<file path="src/rtl/keypad_pkg.sv">
// Shared types and helpers for the parametrised keypad scanner.
// Row and column counts are limited to 8 so helpers can use a fixed-width vector.
package keypad_pkg;

  localparam int MAX_LINES = 8;

  typedef enum logic [1:0] {
    SCAN     = 2'd0,
    PRESS_DB = 2'd1,
    HELD     = 2'd2,
    REL_DB   = 2'd3
  } scan_state_t;

  // Index of the lowest set bit; 0 when the vector is empty.
  function automatic logic [2:0] lowest_bit_idx(input logic [MAX_LINES-1:0] v);
    lowest_bit_idx = '0;
    for (int i = MAX_LINES - 1; i >= 0; i--) begin
      if (v[i]) lowest_bit_idx = 3'(i);
    end
  endfunction

  function automatic int key_index(input int col_idx, input int row_idx, input int n_rows);
    return col_idx * n_rows + row_idx;
  endfunction

endpackage

</file>
<file path="src/rtl/keypad_fifo.sv">
// Small key-code queue with registered head outputs (dout/valid).
// Depth is a power of two so the pointers wrap naturally.
module keypad_fifo #(
  parameter int WIDTH = 4,
  parameter int DEPTH = 4
) (
  input  logic             clk,
  input  logic             rst,
  input  logic             push,
  input  logic [WIDTH-1:0] din,
  input  logic             pop,
  output logic [WIDTH-1:0] dout,
  output logic             valid,
  output logic             drop
);

  localparam int AW = $clog2(DEPTH);

  logic [WIDTH-1:0] mem [DEPTH];
  logic [AW-1:0]    wr_ptr, rd_ptr, rd_next;
  logic [AW:0]      count, count_next;
  logic             full, do_push, do_pop;
  logic [WIDTH-1:0] head_next;

  // Valid/ready: an entry leaves when valid && pop on a rising clock edge.
  // A push into a full queue is accepted only when a pop frees a slot in the same cycle.
  always_comb begin
    do_pop     = pop && valid;
    full       = (count == (AW+1)'(DEPTH));
    do_push    = push && (!full || do_pop);
    drop       = push && full && !do_pop;
    rd_next    = rd_ptr + AW'(do_pop);
    count_next = count + (AW+1)'(do_push) - (AW+1)'(do_pop);
    head_next  = dout;
    if (count_next != '0) begin
      // When nothing older remains, the entry being written becomes the head.
      if (do_push && ((count - (AW+1)'(do_pop)) == '0)) head_next = din;
      else                                             head_next = mem[rd_next];
    end
  end

  always_ff @(posedge clk) begin
    if (do_push) mem[wr_ptr] <= din;
  end

  always_ff @(posedge clk) begin
    if (rst) begin
      wr_ptr <= '0;
      rd_ptr <= '0;
      count  <= '0;
      dout   <= '0;
      valid  <= 1'b0;
    end else begin
      if (do_push) wr_ptr <= wr_ptr + AW'(1);
      rd_ptr <= rd_next;
      count  <= count_next;
      dout   <= head_next;
      valid  <= (count_next != '0);
    end
  end

endmodule

</file>
<file path="src/rtl/keypad_scanner_param.sv">
// N_ROWS x N_COLS matrix keypad scanner: column strobe, row synchroniser,
// press/release debounce FSM and a key-code FIFO towards the consumer.
module keypad_scanner_param
  import keypad_pkg::*;
#(
  parameter int N_ROWS          = 4,
  parameter int N_COLS          = 4,
  parameter int SCAN_DIV        = 1000,
  parameter int DEBOUNCE_CYCLES = 10000,
  parameter int FIFO_DEPTH      = 4,
  localparam int KW             = $clog2(N_ROWS * N_COLS)
) (
  input  logic              clk,
  input  logic              rst,
  input  logic [N_ROWS-1:0] fila,
  output logic [N_COLS-1:0] col,
  output logic [KW-1:0]     key_code,
  output logic              key_valid,
  input  logic              key_ready,
  output logic              key_down,
  output logic              overflow,
  input  logic              clr_ovf
);

  localparam int CW   = $clog2(N_COLS);
  localparam int DIVW = $clog2(SCAN_DIV);
  localparam int DBW  = $clog2(DEBOUNCE_CYCLES);
  localparam logic [DIVW-1:0] DIV_LAST = DIVW'(SCAN_DIV - 1);
  localparam logic [DBW-1:0]  DB_LAST  = DBW'(DEBOUNCE_CYCLES - 1);
  localparam logic [CW-1:0]   COL_LAST = CW'(N_COLS - 1);

  logic [N_ROWS-1:0]    fila_m, rows_s, pat;
  scan_state_t          state;
  logic [DIVW-1:0]      div_cnt;
  logic [CW-1:0]        col_idx, col_next;
  logic [DBW-1:0]       db_cnt;
  logic [MAX_LINES-1:0] pat_w;
  logic [2:0]           row_idx;
  logic                 push, drop;
  logic [KW-1:0]        push_code;

  assign col      = N_COLS'(1) << col_idx;
  assign col_next = (col_idx == COL_LAST) ? '0 : col_idx + CW'(1);

  assign pat_w     = MAX_LINES'(pat);
  assign row_idx   = lowest_bit_idx(pat_w);
  assign push_code = KW'(key_index(32'(col_idx), 32'(row_idx), N_ROWS));
  assign push      = (state == PRESS_DB) && (rows_s == pat) && (db_cnt == DB_LAST);

  always_ff @(posedge clk) begin
    if (rst) begin
      fila_m   <= '0;
      rows_s   <= '0;
      state    <= SCAN;
      div_cnt  <= '0;
      col_idx  <= '0;
      db_cnt   <= '0;
      pat      <= '0;
      key_down <= 1'b0;
    end else begin
      fila_m <= fila;
      rows_s <= fila_m;
      case (state)
        SCAN: begin
          // A row hit wins over a column advance so the captured column matches the hit.
          if (rows_s != '0) begin
            pat    <= rows_s;
            db_cnt <= '0;
            state  <= PRESS_DB;
          end else if (div_cnt == DIV_LAST) begin
            div_cnt <= '0;
            col_idx <= col_next;
          end else begin
            div_cnt <= div_cnt + DIVW'(1);
          end
        end
        PRESS_DB: begin
          if (rows_s != pat) begin
            state   <= SCAN;
            div_cnt <= '0;
          end else if (db_cnt == DB_LAST) begin
            state    <= HELD;
            key_down <= 1'b1;
          end else begin
            db_cnt <= db_cnt + DBW'(1);
          end
        end
        HELD: begin
          if (rows_s == '0) begin
            db_cnt <= '0;
            state  <= REL_DB;
          end
        end
        REL_DB: begin
          // A row reappearing during release is bounce on the same key: no new push.
          if (rows_s != '0) begin
            state <= HELD;
          end else if (db_cnt == DB_LAST) begin
            state    <= SCAN;
            key_down <= 1'b0;
            col_idx  <= col_next;
            div_cnt  <= '0;
          end else begin
            db_cnt <= db_cnt + DBW'(1);
          end
        end
        default: state <= SCAN;
      endcase
    end
  end

  always_ff @(posedge clk) begin
    if (rst)          overflow <= 1'b0;
    else if (drop)    overflow <= 1'b1;
    else if (clr_ovf) overflow <= 1'b0;
  end

  keypad_fifo #(
    .WIDTH (KW),
    .DEPTH (FIFO_DEPTH)
  ) u_fifo (
    .clk   (clk),
    .rst   (rst),
    .push  (push),
    .din   (push_code),
    .pop   (key_ready),
    .dout  (key_code),
    .valid (key_valid),
    .drop  (drop)
  );

endmodule

</file>
<file path="config.mk">
export PLATFORM = sky130hd
export DESIGN_NAME = keypad_scanner_param
export DESIGN_NICKNAME = d
export VERILOG_FILES = /design/src/rtl/keypad_pkg.sv /design/src/rtl/keypad_fifo.sv /design/src/rtl/keypad_scanner_param.sv
export SDC_FILE = /design/constraint.sdc
export NUM_CORES = 1
export LEC_CHECK = 0
export ABC_AREA = 1
export BUFFER_PORTS_ARGS = -buffer_cell sky130_fd_sc_hd__buf_2
export CAP_MARGIN = 5
export CELL_PAD_IN_SITES_DETAIL_PLACEMENT = 1
export CELL_PAD_IN_SITES_GLOBAL_PLACEMENT = 1
export CORE_ASPECT_RATIO = 0.6
export CORE_MARGIN = 2
export CORE_UTILIZATION = 45
export CTS_CLUSTER_SIZE = 12
export DETAILED_ROUTE_END_ITERATION = 10
export PLACE_DENSITY = 0.84
export SYNTH_ARGS = -nofsm -noshare
export SYNTH_HDL_FRONTEND = slang
export SYNTH_HIERARCHICAL = 1
export SYNTH_SLANG_ARGS = --single-unit
</file>
<file path="constraint.sdc">
create_clock -name clk -period 8.1 [get_ports clk]
set_clock_uncertainty 0.05 [all_clocks]
set_input_delay 0.405 -clock clk [delete_from_list [all_inputs] [get_ports clk]]
set_output_delay 0.405 -clock clk [all_outputs]
set_load 0.01 [all_outputs]
</file>
==> flow_metrics.env, run 1 <==
export IMPL_placement_io_buffers=18
export IMPL_route_detailed_vias_per_inst=5.23
export IMPL_worst_ep_required_time_ns=8.33
export IMPL_fmax_mhz=305
export IMPL_grt_use_total=0.242
export IMPL_timing_setup_critical_path_class="flop to flop"
export IMPL_synth_ff_latch_count=70
export IMPL_initial_core_util=0.473
export IMPL_power_per_cell_area_mw_per_mm2=292
export IMPL_detail_route_drc_violations=0
export IMPL_status="complete, no violations"
export IMPL_clockBufferDepth=2
export IMPL_detailroute_via_count=3551
export IMPL_netlist_area_sq_mm=0.00380
export IMPL_slew_limit_headroom=0.421
export IMPL_latest_clock_arrival_within_the_worst_skew_pair_ns=0.34
export IMPL_final_util=0.528
export IMPL_htree_levels=3
export IMPL_drt_first_iter_violations=253
export IMPL_unrepaired_setup_endpoints_after_global_routing="no"
export IMPL_min_path_type="input port to flop"
export IMPL_synth_cell_types=31
export IMPL_antenna_diode_count=0
export IMPL_ir_drop_mv=0.124
export IMPL_min_period_over_period=0.405
export IMPL_number_of_enable_flip_flop_cells_after_synthesis=16
export IMPL_drv_cap=0
export IMPL_timing_critical_path_arrival_ns=3.51
export IMPL_setup_tns_final_ns=0
export IMPL_grt_max_degree=36
export IMPL_antenna_left=0
export IMPL_wire_length_of_the_first_global_routing_pass_um=16900
export IMPL_post_cts_resized=0
export IMPL_die_w_um=123
export IMPL_postRouteWirelength_um=10400
export IMPL_clk_pin_slew_ns=0.05
export IMPL_timing_hold_ws_ns=0.217
export IMPL_design_portCount=19
export IMPL_syn2layout_area_growth_pct=11.7
export IMPL_nNetsFinal=590
export IMPL_finalSetupViolCount=0
export IMPL_post_synth_inst_count=547
export IMPL_cts_setup_buffers=0
export IMPL_grt_pass1_vias=3425
export IMPL_worst_slew_pin_slew_ns=0.863
export IMPL_hold_fix_buffer_count_after_cts=0
export IMPL_grt_overflow_total=0
export IMPL_crit_path_end_kind="flop"
export IMPL_worstPathMaxFanout=14
export IMPL_numClockSinks=70
export IMPL_asyncSetResetFlopFracSynth=0
export IMPL_synth_nets=570
export IMPL_syn_avg_cell_area_sq_um=6.94
export IMPL_top_ff_cell_synth="sky130_fd_sc_hd__dfxtp_1"
export IMPL_die_y_um=75.2
export IMPL_floorplan_die_area_sq_mm=0.00922
export IMPL_synth_seq_area_share=0.411
export IMPL_power_total_mw=1.24
export IMPL_leakagePower_nw=1.90
export IMPL_crit_path_launch_type="flop"
export IMPL_finalCriticalPeriod_ns=3.28
export IMPL_detailed_place_hpwl_um=7590
export IMPL_preCtsSetupSlack_ns=4.87
export IMPL_finalMaxSlewViolations=0
export IMPL_finalHoldViolCount=0
export IMPL_cts_made_buffers=9
export IMPL_layout_cell_share_with_drive_strength_beyond_1=0.116
export IMPL_placeableCoreArea_sq_mm=0.00804
export IMPL_ys_warnings_count=6
export IMPL_drt_pre_antenna_iters=4
export IMPL_num_rows=25
export IMPL_clock_tree_from_tritoncts="done"
export IMPL_last_weighted_congestion_value_of_the_routability_driven_placer=0.829
export IMPL_cts_root_buf="sky130_fd_sc_hd__clkbuf_16"
export IMPL_antenna_found_initial=0
export IMPL_post_route_worst_setup_slack_ns=4.82
export IMPL_wl_per_cell_um=15.3
cells by family (layout without fill, tap and decap cells):
logic type               count (synthesis)  count (layout)  share of synthesized area
AND/OR/NAND/NOR                        328             328                      0.371
XOR/XNOR                                 4               4                    0.00922
AO/OA/AOI/OAI                           42              42                     0.0639
flip-flops                              70              70                      0.411
adder cells (fa/ha/maj)                 15              15                     0.0514
buffers and inverters                   88             112                     0.0932
flip-flops by register name, indices dropped and copies added (netlist names):
signal / count
col_idx: 2
db_cnt: 14
key_down: 1
rows_s: 4
u_fifo/wr_ptr: 2
u_fifo/mem: 16
overflow: 1
div_cnt: 10
u_fifo/valid: 1
pat: 4
fila_m: 4
state: 2
u_fifo/rd_ptr: 2
u_fifo/dout: 4
u_fifo/count: 3
through the flow:
step                area [sq um]  std cells
CTS                         4240        679
floorplan                   3800        547
global placement            3970        664
detailed placement          3970        664
finish                      4240        679
global route                4240        679
metal layers:
layer,up-vias,routed length [um],part of all wire,track usage
met1,1725,5190,0.50,0.329
li1,1742,-,-,-
met3,13,495,0.048,0.0591
met4,0,126,0.012,0.0766
met2,71,4600,0.44,0.385
met5,-,0,0,0
synth_stat cells (4+ instances only):
master | count | area, sq um
sky130_fd_sc_hd__inv_1 | 70 | 263
sky130_fd_sc_hd__nand3_2 | 4 | 40.0
sky130_fd_sc_hd__edfxtp_1 | 16 | 480
sky130_fd_sc_hd__nand2_1 | 175 | 657
sky130_fd_sc_hd__clkbuf_1 | 5 | 18.8
sky130_fd_sc_hd__a21oi_2 | 4 | 35.0
sky130_fd_sc_hd__ha_1 | 14 | 175
sky130_fd_sc_hd__nand4_1 | 14 | 87.6
sky130_fd_sc_hd__nand3_1 | 27 | 135
sky130_fd_sc_hd__nor3_1 | 4 | 20.0
sky130_fd_sc_hd__xor2_1 | 4 | 35.0
sky130_fd_sc_hd__a21oi_1 | 19 | 95.1
sky130_fd_sc_hd__o21ai_0 | 9 | 45.0
sky130_fd_sc_hd__dfxtp_1 | 54 | 1080
sky130_fd_sc_hd__nand2_2 | 7 | 43.8
sky130_fd_sc_hd__nor2_1 | 85 | 319
sky130_fd_sc_hd__inv_2 | 9 | 33.8
power breakdown:
group / internal (mW) / leakage, nW / total [mW] / switching (mW)
registers: 0.405 / 0.588 / 0.455 / 0.0496
clock network: 0.224 / 0.130 / 0.370 / 0.146
logic: 0.124 / 1.18 / 0.414 / 0.290
area by class of cell:
class | count | area [sq um]
repair buffers | 18 | 90.1
well taps | 108 | 135
flip-flops and latches | 70 | 1560
inverters | 79 | 297
multi-input cells | 389 | 1880
clock inverters | 3 | 20.0
fillers | 1060 | 3790
clock buffers | 12 | 258
placed cells by master, fill, tap and decap left out:
cell	netlist	final
sky130_fd_sc_hd__clkinvlp_4	0	2
sky130_fd_sc_hd__dfxtp_1	54	54
sky130_fd_sc_hd__nand2_2	7	7
sky130_fd_sc_hd__o21bai_1	2	2
sky130_fd_sc_hd__a21boi_0	2	2
sky130_fd_sc_hd__nand2_1	175	175
sky130_fd_sc_hd__ha_1	14	14
sky130_fd_sc_hd__a21oi_2	4	4
sky130_fd_sc_hd__a211oi_1	1	1
sky130_fd_sc_hd__nor2_1	85	85
sky130_fd_sc_hd__clkbuf_1	5	2
sky130_fd_sc_hd__o21ai_1	3	3
sky130_fd_sc_hd__inv_2	9	9
sky130_fd_sc_hd__nor3_1	4	4
sky130_fd_sc_hd__a31o_2	1	1
sky130_fd_sc_hd__nor2_2	3	3
sky130_fd_sc_hd__buf_2	1	18
sky130_fd_sc_hd__a21oi_1	19	19
sky130_fd_sc_hd__fa_1	1	1
sky130_fd_sc_hd__nor3b_1	2	2
sky130_fd_sc_hd__nand2_4	3	3
sky130_fd_sc_hd__nand3_1	27	27
sky130_fd_sc_hd__nand3_2	4	4
sky130_fd_sc_hd__clkbuf_16	0	10
sky130_fd_sc_hd__nand4_1	14	14
sky130_fd_sc_hd__o21ai_0	9	9
sky130_fd_sc_hd__xor2_1	4	4
sky130_fd_sc_hd__nor2_4	3	3
sky130_fd_sc_hd__a31oi_1	1	1
sky130_fd_sc_hd__edfxtp_1	16	16
sky130_fd_sc_hd__or2_2	1	1
sky130_fd_sc_hd__inv_1	70	70
sky130_fd_sc_hd__clkinv_2	0	1
critical path, stage by stage, from the launching register on:
cell	delay (ns)
sky130_fd_sc_hd__dfxtp_1	0.58
sky130_fd_sc_hd__inv_2	0.23
sky130_fd_sc_hd__nor2_1	0.20
sky130_fd_sc_hd__nand3_1	0.16
sky130_fd_sc_hd__nor2_1	0.24
sky130_fd_sc_hd__nand2_4	0.14
sky130_fd_sc_hd__ha_1	0.30
sky130_fd_sc_hd__inv_1	0.04
sky130_fd_sc_hd__ha_1	0.19
sky130_fd_sc_hd__fa_1	0.47
sky130_fd_sc_hd__nor2_1	0.15
sky130_fd_sc_hd__nand3_2	0.11
sky130_fd_sc_hd__nor2_2	0.20
sky130_fd_sc_hd__nand2_1	0.08
sky130_fd_sc_hd__nand2_1	0.09
path summary, 6_finish.rpt:
kind,start,end,slack [ns],cells after the start
min,fila[1],fila_m[1],0.22,3
max,state[0],u_fifo/dout[3],4.82,14
min reg2reg,fila_m[2],rows_s[2],0.35,2
max reg2reg,state[0],u_fifo/dout[3],4.82,14
(Power assumes the default switching activity.)
==> run 2, diff against run 1 <==
--- a/config.mk
+++ b/config.mk
@@ -5,17 +5,17 @@
 export SDC_FILE = /design/constraint.sdc
 export NUM_CORES = 1
 export LEC_CHECK = 0
-export ABC_AREA = 1
+export ABC_AREA = 0
 export BUFFER_PORTS_ARGS = -buffer_cell sky130_fd_sc_hd__buf_2
 export CAP_MARGIN = 5
 export CELL_PAD_IN_SITES_DETAIL_PLACEMENT = 1
 export CELL_PAD_IN_SITES_GLOBAL_PLACEMENT = 1
 export CORE_ASPECT_RATIO = 0.6
 export CORE_MARGIN = 2
-export CORE_UTILIZATION = 45
+export CORE_UTILIZATION = 43
 export CTS_CLUSTER_SIZE = 12
 export DETAILED_ROUTE_END_ITERATION = 10
-export PLACE_DENSITY = 0.84
+export PLACE_DENSITY = 0.8
 export SYNTH_ARGS = -nofsm -noshare
 export SYNTH_HDL_FRONTEND = slang
 export SYNTH_HIERARCHICAL = 1
==> constraint.sdc (replaced) <==
create_clock -name clk -period 2.85 [get_ports clk]
set_clock_uncertainty 0.05 [all_clocks]
set_input_delay 0.1425 -clock clk [delete_from_list [all_inputs] [get_ports clk]]
set_output_delay 0.1425 -clock clk [all_outputs]
set_load 0.01 [all_outputs]
==> run 2 against run 1 <==
Effect of this change: the flow now finishes with violations (negative setup slack); core utilization is 3.6 points higher; via count is 10% lower; count of clock-buffer cells in the layout shrank 3; fmax fell by 15%; die area decreased by 4.6%; total power rose to 2.6 times the previous value; non-clock buffer count up 46; final cell count fell by 21%; hold slack got worse by 0.14 ns.
==> flow_metrics.env, run 2 <==
export IMPL_preCtsSetupSlack_ns=-1.19
export IMPL_drt_pre_antenna_iters=4
export IMPL_slowest_delay_ns=0.54
export IMPL_timing_critical_path_arrival_ns=4.07
export IMPL_number_of_enable_flip_flop_cells_after_synthesis=16
export IMPL_die_y_um=73.4
export IMPL_synthDominantAreaCellType="sky130_fd_sc_hd__dfxtp_1"
export IMPL_holdPathEnd="overflow"
export IMPL_postRouteWirelength_um=11100
export IMPL_timing_critical_path_max_delay_family="simple AND/OR/NAND/NOR gates"
export IMPL_cts_made_buffers=9
export IMPL_largest_registers="u_fifo/mem: 16 flops, db_cnt: 14 flops, div_cnt: 10 flops"
export IMPL_min_period_over_period=1.36
export IMPL_finalHoldViolCount=0
export IMPL_latest_clock_arrival_within_the_worst_skew_pair_ns=0.34
export IMPL_unrepaired_setup_endpoints_after_global_routing="yes"
export IMPL_layout_cell_share_with_drive_strength_beyond_1=0.292
export IMPL_synth_top_cells_by_area="sky130_fd_sc_hd__dfxtp_1 (31%), sky130_fd_sc_hd__edfxtp_1 (14%), sky130_fd_sc_hd__ha_1 (5.1%)"
export IMPL_ir_drop_mv=0.312
export IMPL_detailed_place_hpwl_um=7080
export IMPL_timing_hold_ws_ns=0.0734
export IMPL_crit_path_end_kind="flop"
export IMPL_post_synth_top_area_fraction=0.313
export IMPL_min_path_type="input port to flop"
export IMPL_n_fill_cell=877
export IMPL_layout_commonest_cell="sky130_fd_sc_hd__dfxtp_1"
export IMPL_finalSetupViolCount=7
export IMPL_detailroute_via_count=3180
export IMPL_crit_path_launch_type="flop"
export IMPL_nNetsFinal=449
export IMPL_last_weighted_congestion_value_of_the_routability_driven_placer=0.843
export IMPL_clockBufferDepth=2
export IMPL_placement_io_buffers=18
export IMPL_grt_overflow_total=0
export IMPL_worst_slew_pin_slew_ns=1.19
export IMPL_top_register="u_fifo/mem"
export IMPL_timing_hold_worst_path_depth=4
export IMPL_detail_route_drc_violations=0
export IMPL_reg2reg_slack_ns=-1.02
export IMPL_htree_levels=3
export IMPL_placeableCoreArea_sq_mm=0.00782
export IMPL_worst_ep_required_time_ns=3.05
export IMPL_power_per_cell_area_mw_per_mm2=735
export IMPL_clock_tree_from_tritoncts="done"
export IMPL_wl_per_cell_um=20.7
export IMPL_fmax_mhz=258
export IMPL_asyncSetResetFlopFracSynth=0
export IMPL_r2r_start="db_cnt[12]"
export IMPL_antenna_found_initial=0
export IMPL_finalCriticalPeriod_ns=3.87
export IMPL_path_cells="or4b_4 > or4_4 > or2_4 > inv_2 > inv_2 > a31oi_4 > inv_2 > ha_4 > inv_2 > ha_4 > fa_2 > xnor3_1 > or3_4 > a311oi_2"
export IMPL_synth_ff_latch_count=70
export IMPL_finalMaxSlewViolations=0
export IMPL_drt_first_iter_violations=217
export IMPL_setup_tns_final_ns=-5.80
export IMPL_r2r_cells=14
export IMPL_ys_warnings_count=6
export IMPL_synth_seq_area_share=0.452
export IMPL_grt_max_degree=42
export IMPL_die_w_um=120
export IMPL_netlist_area_sq_mm=0.00345
export IMPL_synth_commonest_cells="sky130_fd_sc_hd__dfxtp_1 (54), sky130_fd_sc_hd__nand2_1 (31), sky130_fd_sc_hd__nor2_1 (30), sky130_fd_sc_hd__a21oi_1 (23), sky130_fd_sc_hd__inv_1 (19)"
export IMPL_worstPathMaxFanout=4
export IMPL_antenna_diode_count=0
export IMPL_status="complete, but fails checks"
export IMPL_initial_core_util=0.442
export IMPL_clk_pin_slew_ns=0.06
export IMPL_library_cell_appearing_most_often_on_the_critical_path="sky130_fd_sc_hd__inv_2"
export IMPL_grt_use_total=0.260
export IMPL_timing_setup_critical_path_class="flop to flop"
export IMPL_largest_register_ffs=16
export IMPL_syn_avg_cell_area_sq_um=9.44
export IMPL_numClockSinks=70
export IMPL_critical_path_slowest_cell="sky130_fd_sc_hd__or4b_4"
export IMPL_cts_root_buf="sky130_fd_sc_hd__clkbuf_16"
export IMPL_top_ff_cell_synth="sky130_fd_sc_hd__dfxtp_1"
export IMPL_drv_cap=0
export IMPL_wire_length_of_the_first_global_routing_pass_um=17000
export IMPL_min_delay_start="clr_ovf"
export IMPL_post_route_worst_setup_slack_ns=-1.02
export IMPL_yosysMostFrequentCell="sky130_fd_sc_hd__dfxtp_1"
export IMPL_design_portCount=19
export IMPL_power_total_mw=3.24
export IMPL_synth_cell_types=51
export IMPL_commonest_non_fill_non_tap_cells_in_the_layout="sky130_fd_sc_hd__dfxtp_1 (50), sky130_fd_sc_hd__buf_4 (42), sky130_fd_sc_hd__nand2_1 (30), sky130_fd_sc_hd__nor2_1 (26), sky130_fd_sc_hd__a21oi_1 (23)"
export IMPL_post_synth_inst_count=366
export IMPL_syn2layout_area_growth_pct=27.7
export IMPL_slew_limit_headroom=0.199
export IMPL_synth_nets=389
export IMPL_worstReg2RegEnd="u_fifo/dout[0]"
export IMPL_final_util=0.564
export IMPL_timing_critical_path_buf_inv=4
export IMPL_grt_pass1_vias=3196
export IMPL_route_detailed_vias_per_inst=5.90
export IMPL_antenna_left=0
export IMPL_floorplan_die_area_sq_mm=0.00879
export IMPL_leakagePower_nw=1.63
export IMPL_failing_checks="negative setup slack"
export IMPL_num_rows=25
## run 2: changes by cell type after synthesis, moves of 9 or more
cell	delta
sky130_fd_sc_hd__nand3_1	-10
sky130_fd_sc_hd__nand2_1	-144
sky130_fd_sc_hd__nor2_1	-55
sky130_fd_sc_hd__a31oi_1	+10
sky130_fd_sc_hd__inv_1	-51
sky130_fd_sc_hd__inv_2	-9
sky130_fd_sc_hd__nor2b_1	+15
## run 2: worst max path at each step
stage,start,endpoint,slack (ns),cells past startpoint
4_1_cts,db_cnt[12],u_fifo/dout[2],-0.91,14
3_5_place_dp,db_cnt[1],u_fifo/dout[2],-1.19,17
6_report,db_cnt[12],u_fifo/dout[0],-1.02,14
2_1_floorplan,db_cnt[12],u_fifo/dout[2],-0.90,15
5_1_grt,db_cnt[12],u_fifo/dout[0],-1.06,14
3_3_place_gp,db_cnt[12],u_fifo/dout[1],-0.99,15
## run 2: area by class of cell
class,count,area [sq um],share of cell area
clock buffer,9,225,0.0510
clock inverter,7,103,0.0233
inverter,19,71.3,0.0162
multi-input combinational,262,1870,0.423
sequential,70,1570,0.355
tap,108,135,0.0306
timing repair buffer,64,445,0.101
## run 2: power by group
group          internal, mW  leakage [nW]  switching, mW  total, mW
Clock                 0.777         0.157          0.467       1.24
Combinational         0.363         0.886          0.495      0.858
Sequential             1.08         0.588         0.0607       1.14
Total                  2.22          1.63           1.02       3.24
## run 2: worst min-delay path: stages
cell and delay, ns:
sky130_fd_sc_hd__buf_2 0.10, sky130_fd_sc_hd__inv_1 0.04, sky130_fd_sc_hd__a21oi_1 0.07, sky130_fd_sc_hd__nor2_1 0.08
## run 2: cells by family (layout without fill, tap and decap cells)
kind of cell    count (synthesis)  count (layout)  synth area share
simple gates                  157             158             0.247
compound gates                 76              76             0.150
flops                          70              70             0.452
buf+inv                        35              99            0.0417
fa+ha+maj                      15              15            0.0565
xor+xnor                        8               8            0.0243
mux                             5               5            0.0290
## run 2: through the flow
step / cells / area (sq um)
3_5_place_dp: 511 / 3900
6_report: 539 / 4410
3_3_place_gp: 511 / 3900
5_1_grt: 539 / 4410
4_1_cts: 536 / 4360
2_1_floorplan: 366 / 3500
## run 2: timing repair
action,CTS,global route
resized for setup,11,9
cloned,1,0
hold buffers,4,0
endpoints found under the hold margin,4,0
setup buffers,4,3
pin swaps,6,6
endpoints found under the setup margin,8,24
## run 2: metal layers
metal | track usage | wire (um)
met1 | 0.335 | 5140
met2 | 0.429 | 5190
met3 | 0.0629 | 563
met4 | 0.102 | 241
met5 | 0 | 0
==> run 3, diff against run 2 <==
--- a/config.mk
+++ b/config.mk
@@ -9,13 +9,14 @@
 export BUFFER_PORTS_ARGS = -buffer_cell sky130_fd_sc_hd__buf_2
 export CAP_MARGIN = 5
 export CELL_PAD_IN_SITES_DETAIL_PLACEMENT = 1
-export CELL_PAD_IN_SITES_GLOBAL_PLACEMENT = 1
+export CELL_PAD_IN_SITES_GLOBAL_PLACEMENT = 2
 export CORE_ASPECT_RATIO = 0.6
 export CORE_MARGIN = 2
-export CORE_UTILIZATION = 43
+export CORE_UTILIZATION = 35
 export CTS_CLUSTER_SIZE = 12
 export DETAILED_ROUTE_END_ITERATION = 10
-export PLACE_DENSITY = 0.8
+export GPL_TIMING_DRIVEN = 1
+export PLACE_DENSITY = 0.79
 export SYNTH_ARGS = -nofsm -noshare
 export SYNTH_HDL_FRONTEND = slang
 export SYNTH_HIERARCHICAL = 1
==> run 3 against run 2 <==
Effect of this change: the flow still finishes with violations (negative setup slack); non-clock buffer count decreased by 1; hold slack got worse by 0.021 ns; final cell count increased by 4.8%; register-to-register slack improved by 0.07 ns; global-route usage decreased by 7.0 points; wire length decreased by 12%; flip-flop and latch count unchanged; core utilization decreased by 11 points; fmax increased by 1.8%; critical path type unchanged; largest power group is now registers.
==> flow_metrics.env, run 3 (synthesis gave the netlist of run 2 again) <==
export IMPL_clock_tree_from_tritoncts="done"
export IMPL_fmax_mhz=263
export IMPL_drt_pre_antenna_iters=4
export IMPL_detailed_place_hpwl_um=6760
export IMPL_power_internal_mw=2.06
export IMPL_num_rows=28
export IMPL_commonest_non_fill_non_tap_cells_in_the_layout="sky130_fd_sc_hd__dfxtp_1 (49), sky130_fd_sc_hd__buf_4 (41), sky130_fd_sc_hd__nand2_1 (29), sky130_fd_sc_hd__nor2_1 (26), sky130_fd_sc_hd__a21oi_1 (22)"
export IMPL_latest_clock_arrival_within_the_worst_skew_pair_ns=0.34
export IMPL_min_period_over_period=1.33
export IMPL_finalHoldViolCount=0
export IMPL_detail_route_drc_violations=0
export IMPL_layout_commonest_cell="sky130_fd_sc_hd__dfxtp_1"
export IMPL_unrepaired_setup_endpoints_after_global_routing="yes"
export IMPL_largest_register_ffs=16
export IMPL_power_total_mw=3.06
export IMPL_timing_setup_critical_path_class="flop to flop"
export IMPL_drt_first_iter_violations=177
export IMPL_die_w_um=132
export IMPL_slew_limit_headroom=0.208
export IMPL_clockBufferDepth=2
export IMPL_wl_per_cell_um=17.3
export IMPL_cts_root_buf="sky130_fd_sc_hd__clkbuf_16"
export IMPL_power_share_sequential=0.372
export IMPL_finalSetupViolCount=7
export IMPL_post_route_worst_setup_slack_ns=-0.952
export IMPL_antenna_left=0
export IMPL_placeableCoreArea_sq_mm=0.00974
export IMPL_nNetsFinal=448
export IMPL_grt_overflow_total=0
export IMPL_crit_path_launch_type="flop"
export IMPL_last_weighted_congestion_value_of_the_routability_driven_placer=0.775
export IMPL_initial_core_util=0.355
export IMPL_r2r_start="db_cnt[12]"
export IMPL_drv_cap=0
export IMPL_finalCriticalPeriod_ns=3.80
export IMPL_wire_length_of_the_first_global_routing_pass_um=15700
export IMPL_total_switching_power_mw=1.00
export IMPL_clk_pin_slew_ns=0.06
export IMPL_placement_io_buffers=18
export IMPL_holdPathEnd="overflow"
export IMPL_worstReg2RegEnd="u_fifo/dout[3]"
export IMPL_power_per_cell_area_mw_per_mm2=695
export IMPL_grt_pass1_vias=2978
export IMPL_setup_tns_final_ns=-5.52
export IMPL_die_y_um=81.0
export IMPL_timing_critical_path_arrival_ns=3.95
export IMPL_design_portCount=19
export IMPL_ir_drop_mv=0.352
export IMPL_grt_max_degree=36
export IMPL_power_switching_fraction=0.328
export IMPL_layout_cell_share_with_drive_strength_beyond_1=0.295
export IMPL_worstPathMaxFanout=5
export IMPL_worst_slew_pin_slew_ns=1.18
export IMPL_failing_checks="negative setup slack"
export IMPL_clkPwrFrac=0.366
export IMPL_reg2reg_slack_ns=-0.95
export IMPL_n_fill_cell=1127
export IMPL_grt_use_total=0.190
export IMPL_antenna_diode_count=0
export IMPL_timing_hold_worst_path_depth=4
export IMPL_status="complete, but fails checks"
export IMPL_route_detailed_vias_per_inst=5.31
export IMPL_syn2layout_area_growth_pct=27.6
export IMPL_finalMaxSlewViolations=0
export IMPL_min_path_type="input port to flop"
export IMPL_final_util=0.452
export IMPL_htree_levels=3
export IMPL_min_delay_start="clr_ovf"
export IMPL_crit_path_end_kind="flop"
export IMPL_largest_registers="u_fifo/mem: 16 flops, db_cnt: 14 flops, div_cnt: 10 flops"
export IMPL_floorplan_die_area_sq_mm=0.0107
export IMPL_timing_hold_ws_ns=0.0526
export IMPL_postRouteWirelength_um=9780
export IMPL_p_comb_frac=0.263
export IMPL_r2r_cells=15
export IMPL_cts_made_buffers=9
export IMPL_antenna_found_initial=0
export IMPL_numClockSinks=70
export IMPL_leakagePower_nw=1.61
export IMPL_top_register="u_fifo/mem"
export IMPL_detailroute_via_count=2999
export IMPL_worst_ep_required_time_ns=3.00
## run 3: timing repair
action / CTS / global route
pin swaps: 2 / 1
gates cloned: 1 / 0
buffers inserted: 10 / 3
endpoints found under the hold margin: 4 / 0
endpoints found under the setup margin: 8 / 25
gates resized for setup: 15 / 9
hold buffers: 4 / 0
## run 3: how the worst max path moves through the flow
stage / startpoint / end / slack [ns] / depth (start not counted)
2_1_floorplan: db_cnt[12] / u_fifo/dout[2] / -0.90 / 15
3_3_place_gp: db_cnt[12] / u_fifo/dout[1] / -1.02 / 15
3_5_place_dp: db_cnt[1] / u_fifo/dout[3] / -1.16 / 17
4_1_cts: db_cnt[12] / u_fifo/dout[2] / -0.89 / 14
5_1_grt: db_cnt[1] / u_fifo/dout[2] / -1.07 / 16
6_report: db_cnt[12] / u_fifo/dout[3] / -0.95 / 15
## run 3: final cells by class
type,count,area [sq um],area share
multi-input cells,262,1860,0.423
flip-flops and latches,70,1570,0.356
repair buffers,63,438,0.0994
clock buffers,9,225,0.0511
well taps,135,169,0.0383
clock inverters,7,71.3,0.0162
inverters,19,71.3,0.0162
## run 3: worst max-delay path: stages, from the launching register on
cell,delay (ns)
sky130_fd_sc_hd__dfxtp_2,0.32
sky130_fd_sc_hd__or4b_4,0.53
sky130_fd_sc_hd__or4_4,0.50
sky130_fd_sc_hd__or2_4,0.27
sky130_fd_sc_hd__inv_2,0.05
sky130_fd_sc_hd__inv_2,0.04
sky130_fd_sc_hd__a31oi_4,0.16
sky130_fd_sc_hd__inv_2,0.08
sky130_fd_sc_hd__ha_4,0.27
sky130_fd_sc_hd__inv_2,0.04
sky130_fd_sc_hd__ha_4,0.15
sky130_fd_sc_hd__fa_2,0.34
sky130_fd_sc_hd__xnor3_2,0.28
sky130_fd_sc_hd__or3_4,0.41
sky130_fd_sc_hd__nor2_2,0.13
sky130_fd_sc_hd__a311oi_2,0.05
## run 3: power by group through the flow
stage / logic (mW) / registers (mW) / clock network (mW)
after floorplan: 0.496 / 1.16 / 0
after global placement: 0.641 / 1.15 / 0
after detailed placement: 0.670 / 1.15 / 0
after CTS: 0.774 / 1.13 / 1.14
after global routing: 0.873 / 1.15 / 1.18
final: 0.804 / 1.14 / 1.12
## run 3: per-layer routing
metal	GRT usage	part of all wire	routed length (um)	vias up
li1	-	-	-	1460
met1	0.271	0.51	5010	1469
met2	0.287	0.43	4190	61
met3	0.0474	0.048	466	9
met4	0.0548	0.011	106	0
met5	0	0	0	-
## run 3: metrics by stage
step / cells / setup slack (ns) / area [sq um]
2_1_floorplan: 366 / -0.899 / 3500
3_3_place_gp: 539 / -1.02 / 3940
3_5_place_dp: 539 / -1.16 / 3940
4_1_cts: 570 / -0.891 / 4430
5_1_grt: 565 / -1.07 / 4410
6_report: 565 / -0.952 / 4410
